**src/rtl/serial_adder_pkg.sv**
```systemverilog
// serial_adder shared types and limits.
// Imported by the bit-serial adder and its cell.
package serial_adder_pkg;

    typedef enum logic [1:0] {
        IDLE,
        RUN,
        DONE
    } sa_state_t;

    localparam int SA_MAX_WIDTH = 64;

endpackage

```
**src/rtl/halfadder.sv**
```systemverilog
// Half-adder primitive.
// One-bit sum and carry of two inputs.
module halfadder (
    input  logic a,
    input  logic b,
    output logic s,
    output logic co
);

    assign s  = a ^ b;
    assign co = a & b;

endmodule

```
**src/rtl/serial_adder_fulladder.sv**
```systemverilog
// Full-adder cell for the bit-serial adder.
// Two chained half adders; either stage may generate the carry.
module fulladder
    import serial_adder_pkg::*;
(
    input  logic a,
    input  logic b,
    input  logic ci,
    output logic s,
    output logic co
);

    logic s0;
    logic c0;
    logic c1;

    halfadder u_ha0 (
        .a  (a),
        .b  (b),
        .s  (s0),
        .co (c0)
    );

    halfadder u_ha1 (
        .a  (s0),
        .b  (ci),
        .s  (s),
        .co (c1)
    );

    assign co = c0 | c1;

endmodule

```
**src/rtl/serial_adder.sv**
```systemverilog
// Bit-serial unsigned adder, one bit pair per clock.
// Valid/ready on both sides; result held until accepted.
module serial_adder
    import serial_adder_pkg::*;
#(
    parameter int WIDTH = 8
) (
    input  logic             clk,
    input  logic             rst_n,
    input  logic             in_valid,
    output logic             in_ready,
    input  logic [WIDTH-1:0] a,
    input  logic [WIDTH-1:0] b,
    input  logic             ci,
    output logic             out_valid,
    input  logic             out_ready,
    output logic [WIDTH-1:0] sum,
    output logic             co,
    output logic             busy
);

    localparam int CW = (WIDTH > 1) ? $clog2(WIDTH) : 1;
    localparam logic [CW-1:0] LAST = CW'(WIDTH - 1);

    sa_state_t        state_q, state_d;
    logic [WIDTH-1:0] a_sh_q, a_sh_d;
    logic [WIDTH-1:0] b_sh_q, b_sh_d;
    logic [WIDTH-1:0] sum_sh_q, sum_sh_d;
    logic [WIDTH-1:0] sum_q, sum_d;
    logic             carry_q, carry_d;
    logic             co_q, co_d;
    logic [CW-1:0]    cnt_q, cnt_d;

    logic             fa_s;
    logic             fa_c;
    logic [WIDTH-1:0] sum_sh_nx;

    fulladder u_fa (
        .a  (a_sh_q[0]),
        .b  (b_sh_q[0]),
        .ci (carry_q),
        .s  (fa_s),
        .co (fa_c)
    );

    // New sum bit enters at the MSB; the word slides right.
    assign sum_sh_nx = WIDTH'({fa_s, sum_sh_q} >> 1);

    // Next-state and datapath updates for the three-phase FSM.
    always_comb begin
        state_d  = state_q;
        a_sh_d   = a_sh_q;
        b_sh_d   = b_sh_q;
        sum_sh_d = sum_sh_q;
        sum_d    = sum_q;
        carry_d  = carry_q;
        co_d     = co_q;
        cnt_d    = cnt_q;
        unique case (state_q)
            IDLE: begin
                if (in_valid) begin
                    a_sh_d  = a;
                    b_sh_d  = b;
                    carry_d = ci;
                    cnt_d   = '0;
                    state_d = RUN;
                end
            end
            RUN: begin
                sum_sh_d = sum_sh_nx;
                carry_d  = fa_c;
                a_sh_d   = a_sh_q >> 1;
                b_sh_d   = b_sh_q >> 1;
                cnt_d    = cnt_q + CW'(1);
                if (cnt_q == LAST) begin
                    state_d = DONE;
                    sum_d   = sum_sh_nx;
                    co_d    = fa_c;
                end
            end
            DONE: begin
                if (out_ready) begin
                    state_d = IDLE;
                end
            end
            default: begin
                state_d = IDLE;
            end
        endcase
    end

    // State and datapath registers; reset aborts any operation.
    always_ff @(posedge clk or negedge rst_n) begin
        if (!rst_n) begin
            state_q  <= IDLE;
            a_sh_q   <= '0;
            b_sh_q   <= '0;
            sum_sh_q <= '0;
            sum_q    <= '0;
            carry_q  <= 1'b0;
            co_q     <= 1'b0;
            cnt_q    <= '0;
        end else begin
            state_q  <= state_d;
            a_sh_q   <= a_sh_d;
            b_sh_q   <= b_sh_d;
            sum_sh_q <= sum_sh_d;
            sum_q    <= sum_d;
            carry_q  <= carry_d;
            co_q     <= co_d;
            cnt_q    <= cnt_d;
        end
    end

    assign in_ready  = (state_q == IDLE);
    assign out_valid = (state_q == DONE);
    assign busy      = (state_q == RUN);
    assign sum       = sum_q;
    assign co        = co_q;

endmodule

```
**config.mk**
```make
export PLATFORM = sky130hd
export DESIGN_NAME = serial_adder
export DESIGN_NICKNAME = d
export VERILOG_FILES = /design/src/rtl/serial_adder_pkg.sv /design/src/rtl/halfadder.sv /design/src/rtl/serial_adder_fulladder.sv /design/src/rtl/serial_adder.sv
export SDC_FILE = /design/constraint.sdc
export NUM_CORES = 1
export LEC_CHECK = 0
export BUFFER_PORTS_ARGS = -buffer_cell sky130_fd_sc_hd__buf_2
export CAP_MARGIN = 20
export CORE_MARGIN = 1.5
export CORE_UTILIZATION = 61
export CTS_BUF_LIST = sky130_fd_sc_hd__clkbuf_2 sky130_fd_sc_hd__clkbuf_4 sky130_fd_sc_hd__clkbuf_8
export DETAILED_ROUTE_END_ITERATION = 10
export PLACE_DENSITY_LB_ADDON = 0.12
export SLEW_MARGIN = 10
export SYNTH_ARGS = -nofsm -noshare
export SYNTH_HDL_FRONTEND = slang
export SYNTH_SLANG_ARGS = --single-unit
export TNS_END_PERCENT = 10
```
**constraint.sdc**
```tcl
create_clock -name clk -period 2.2 [get_ports clk]
set_clock_uncertainty 0.1 [all_clocks]
set_input_delay 0.11 -clock clk [delete_from_list [all_inputs] [get_ports clk]]
set_output_delay 0.11 -clock clk [all_outputs]
set_load 0.02 [all_outputs]
```
=== Word-level counts from Yosys, hierarchy flattened ===
Cells that the tools add are included.

* Flip-flop bits (word level): 39
* Input port bits: 21
* Word-level logic and storage cells: 37

* Add/subtract/negate cells: 1
* Equality and inequality tests: 6
* Multiplexer cells: 12
* Bitwise operators: 5
* Reduce and logical (&&, ||, !) cells: 5

{| class="wikitable"
|+ Operators with widths
! cell !! number
|-
| $pmux W8 S2 || 2
|-
| $mux W8 || 2
|-
| $mux W2 || 3
|-
| $pmux W2 S3 || 1
|-
| $pmux W3 S2 || 1
|-
| $ne A2 B1 Y1 const B || 2
|-
| $reduce_and A2 Y1 || 2
|-
| $add A3 B1 Y3 const B || 1
|-
| $eq A3 B3 Y1 const B || 1
|-
| $mux W3 || 1
|-
| $reduce_and A3 Y1 || 1
|-
| $and A1 B1 Y1 || 2
|-
| $eq A2 B1 Y1 const B || 1
|-
| $eq A2 B2 Y1 const B || 1
|-
| $logic_not A2 Y1 || 1
|-
| $ne A2 B2 Y1 const B || 1
|-
| $pmux W1 S2 || 1
|-
| $reduce_bool A2 Y1 || 1
|-
| $xor A1 B1 Y1 || 2
|-
| $mux W1 || 1
|-
| $or A1 B1 Y1 || 1
|}

=== Depth between registers and ports, before layout ===
* Depth in word-level cells: 4
* Mapped depth: 6
* Gate-level depth less buffers: 4

=== Modules after synthesis ===
A second synthesis with hierarchy kept.

* Cells, all modules: 144
* Area, all modules: 1690.4 µm²

{| class="wikitable"
|+ By module, submodules not included
! module !! instances !! cells an instance !! area an instance (µm²)
|-
| serial_adder || 1 || 141 || 1659.1
|-
| halfadder || 2 || 1 || 12.5
|-
| fulladder || 1 || 1 || 6.3
|}

=== Worst setup path before layout ===
Ideal clock, no wire load.

* Kind: register to register
* From: reg cnt_q[0]
* To: reg co_q (netlist: co)
* Arrival: 1.228 ns
* Data required time: 1.975 ns
* Slack: 0.747 ns
* Stages on the path, launching flop included: 5
* Buffers on the path: 0
* Clock period less this slack: 1.453 ns
* Path through: dfrtp_1 > ha_1 > ha_1 > nand2_8 > mux2_4

* Word-level cells in the longest chain between the ends: 2

{| class="wikitable"
|+ Ends and longest elaborated chain
! what !! RTL line !! text
|-
| start: declaration || serial_adder.sv:32 || <nowiki>logic [CW-1:0] cnt_q, cnt_d;</nowiki>
|-
| start signal: assignment || serial_adder.sv:111 || <nowiki>cnt_q <= cnt_d;</nowiki>
|-
| $eq A3 B3 Y1 || serial_adder.sv:75 || <nowiki>if (cnt_q == LAST) begin</nowiki>
|-
| $reduce_and A2 Y1 (no source line) || - ||
|-
| end signal: assignment || serial_adder.sv:110 || <nowiki>co_q <= co_d;</nowiki>
|-
| end: declaration || serial_adder.sv:31 || <nowiki>logic co_q, co_d;</nowiki>
|}

Every way passes these cells.
A chain may end at the register's enable or synchronous reset.

=== Worst setup path in the final report ===
* From: reg state_q[0]
* To: out busy

* Word-level cells in the longest chain between the ends: 1

{| class="wikitable"
|+ Ends and longest elaborated chain
! what !! RTL line !! text
|-
| start: declaration || serial_adder.sv:25 || <nowiki>sa_state_t state_q, state_d;</nowiki>
|-
| start signal: assignment || serial_adder.sv:104 || <nowiki>state_q <= state_d;</nowiki>
|-
| $eq A2 B1 Y1 || serial_adder.sv:117 || <nowiki>assign busy = (state_q == RUN);</nowiki>
|-
| end: declaration || serial_adder.sv:19 || <nowiki>output logic busy</nowiki>
|}

Every way passes these cells.

==> metrics <==
Mapped Cells 148; CP max FO 21; Tmin final 1.76 ns; nets 219; critical path launch point type flop; fin util 0.822; GR Overflow Total 0; Post-synth EDFFs 0; worst-margin pin slew 0.827 ns; endpoints failing hold 0; Detail Placement HPWL 2200 um; delay-heaviest family, CP flip-flops; Cell Area, Synth 1690 sq um; max-slew headroom at the worst pin 0.448; vias 1309; Critical Path Source state_q[0]; port bufs 32; Synth-to-Final Area Change 23.8%; die height 55.6 um; CTS tree yes; Main synth FF type dfrtp_1; worst r2r src state_q[0]; Post-Route WL 3440 um; clock slew at reported path FFs 0.11 ns; Via density 5.82; number of routed nets with antenna violations 0; min-delay worst type in -> reg; total clock sinks 38; period utilisation layout 0.801; syn avg cell area 11.4 sq um; Max Fclk 567 MHz; Final Setup Violations 0; Setup crit end kind output port; CTS buffer count 5; Initial Util 0.664; WHS Path Cells 3; Critical-path top delay cell dfrtp_1; CP arrival 1.55 ns; layout cells sized above 1 0.277; top cell type by total area after synthesis dfrtp_1; clock buffer depth 2; maxcap violations 0; num rows 18; critical path class reg -> out; Worst-Skew Late Latency 0.35 ns; Max VDD drop 1.10 mV; count of state elements after synthesis 38; Post-route DRC 0; global-route wire length before repair 5910 um; Pre-antenna DRT Iters 4; final setup TNS 0 ns; worst hold start a[3]; vias in the first global route 1298; root buffer cell clkbuf_4; Initial DRC Count 39; critical path depth 3; H-Tree Depth 2; Ys Warns 0; Critical Path RT 1.99 ns; RSZ-0062 raised after global routing no; Die Area 3090 sq um; count of cell types in the netlist 25; initial antenna violation count 0; top post-synthesis cells by area dfrtp_1, o22ai_1, mux2_4; Mapped Nets 172; slowest cell delay on critical path 0.57 ns; count leader, synth dfrtp_1; DIE WIDTH 55.6 um; n_diodes 0; overall routing resource usage 0.249; Seq/Total Area, Yosys 0.563; final-report max-slew violation count 0; ys async rst share 1.00; top cell type's share of synthesized area 0.563; largest net degree at the start of global routing 39; I/O pin cnt 33; Static Leak 1.01 nW; commonest cells in the netlist dfrtp_1, o22ai_1, nand2_1; status finished, final reports clean; fill count 157; CP bufs+invs 2; core area 2540 sq um; post-DR wirelength/cell 15.3 um; PwrDens 1390 nW/um^2; depth of the worst register-to-register path 4; GPL Wtd Cong 0.816; Critical Path, Cell by Cell nand2b_4 -> inv_4 -> buf_2
through the flow:
step / setup slack (ns) / cell area [sq um] / std cells / total power (W) / hold WS, ns
after global placement: 0.639 / 1830 / 200 / 0.00236 / 0.142
after global routing: 0.361 / 2090 / 225 / 0.00311 / 0.0293
after floorplan: 0.747 / 1690 / 148 / 0.00215 / -0.286
final: 0.438 / 2090 / 225 / 0.00291 / 0.0476
after CTS: 0.448 / 2090 / 225 / 0.00292 / 0.0428
after detailed placement: 0.579 / 1830 / 200 / 0.00242 / 0.153
worst register-to-register path: stages (launching register included):
cell	delay [ns]
dfrtp_1	0.57
nand2b_4	0.23
inv_4	0.22
nand2_8	0.12
mux2_4	0.32
timing repair:
item,4_1_cts,5_1_grt
hold endpoints to repair,55,0
hold buffers,18,0
buffers inserted,0,0
gates resized for setup,0,0
state kept, by name, indices dropped and copies added (netlist names):
| name | count |
|---|---|
| state_q | 2 |
| sum | 8 |
| co | 1 |
| a_sh_q | 8 |
| sum_sh_q | 7 |
| b_sh_q | 8 |
| cnt_q | 3 |
| carry_q | 1 |
cells by family after synthesis:
group / synth area share
flip-flops: 0.563
AO/OA/AOI/OAI: 0.181
adder cells (fa/ha/maj): 0.0267
buffers and inverters: 0.0422
multiplexers: 0.0800
AND/OR/NAND/NOR: 0.107
worst paths after layout:
kind / to / slack [ns]
setup / recovery: busy / 0.44
hold / removal: a_sh_q[3] / 0.05
setup reg to reg: sum[5] / 0.54
hold reg to reg: cnt_q[0] / 0.40
max in group asynchronous: b_sh_q[7] / 1.18
min in group asynchronous: sum[0] / 0.29
per-layer routing:
metal	wire length, um	track usage	share of wire	vias up
met5	0	0	0	-
met4	46	0.122	0.013	0
met3	214	0.0628	0.062	5
met2	1800	0.400	0.52	58
met1	1390	0.316	0.40	615
li1	-	-	-	631
cell type report:
class,count,area (sq um),share of cell area
flip-flops and latches,38,951,0.455
multi-input cells,97,667,0.319
repair buffers,50,340,0.163
clock buffers,6,51.3,0.0245
well taps,30,37.5,0.0180
clock inverters,1,30.0,0.0144
inverters,3,13.8,0.00658
power by group:
group	switching [W]	leakage, nW	total, W	internal (W)
registers	0.000248	0.458	0.00127	0.00102
logic	0.000634	0.504	0.00116	0.000530
clock network	0.000220	0.0443	0.000484	0.000265
total	0.00110	1.01	0.00291	0.00181
layout by cell type (no fill, tap or decap), drive strengths merged:
cell         Yosys  routed
dfrtp           38      38
buf              9      32
o22ai           24      24
nand2           24      24
dlygate4sd3      0      18
a21oi           13      13
mux2             9       9
clkbuf           1       6
o21ai            5       5
nor2             5       5
nand2b           4       4
inv              3       3
a22o             2       2
nand3b           2       2
o221a            2       2
a2bb2oi          2       2
ha               2       2
o31ai            1       1
nor2b            1       1
fa               1       1
bufinv           0       1
No activity file was read; power rests on OpenSTA's default activity.
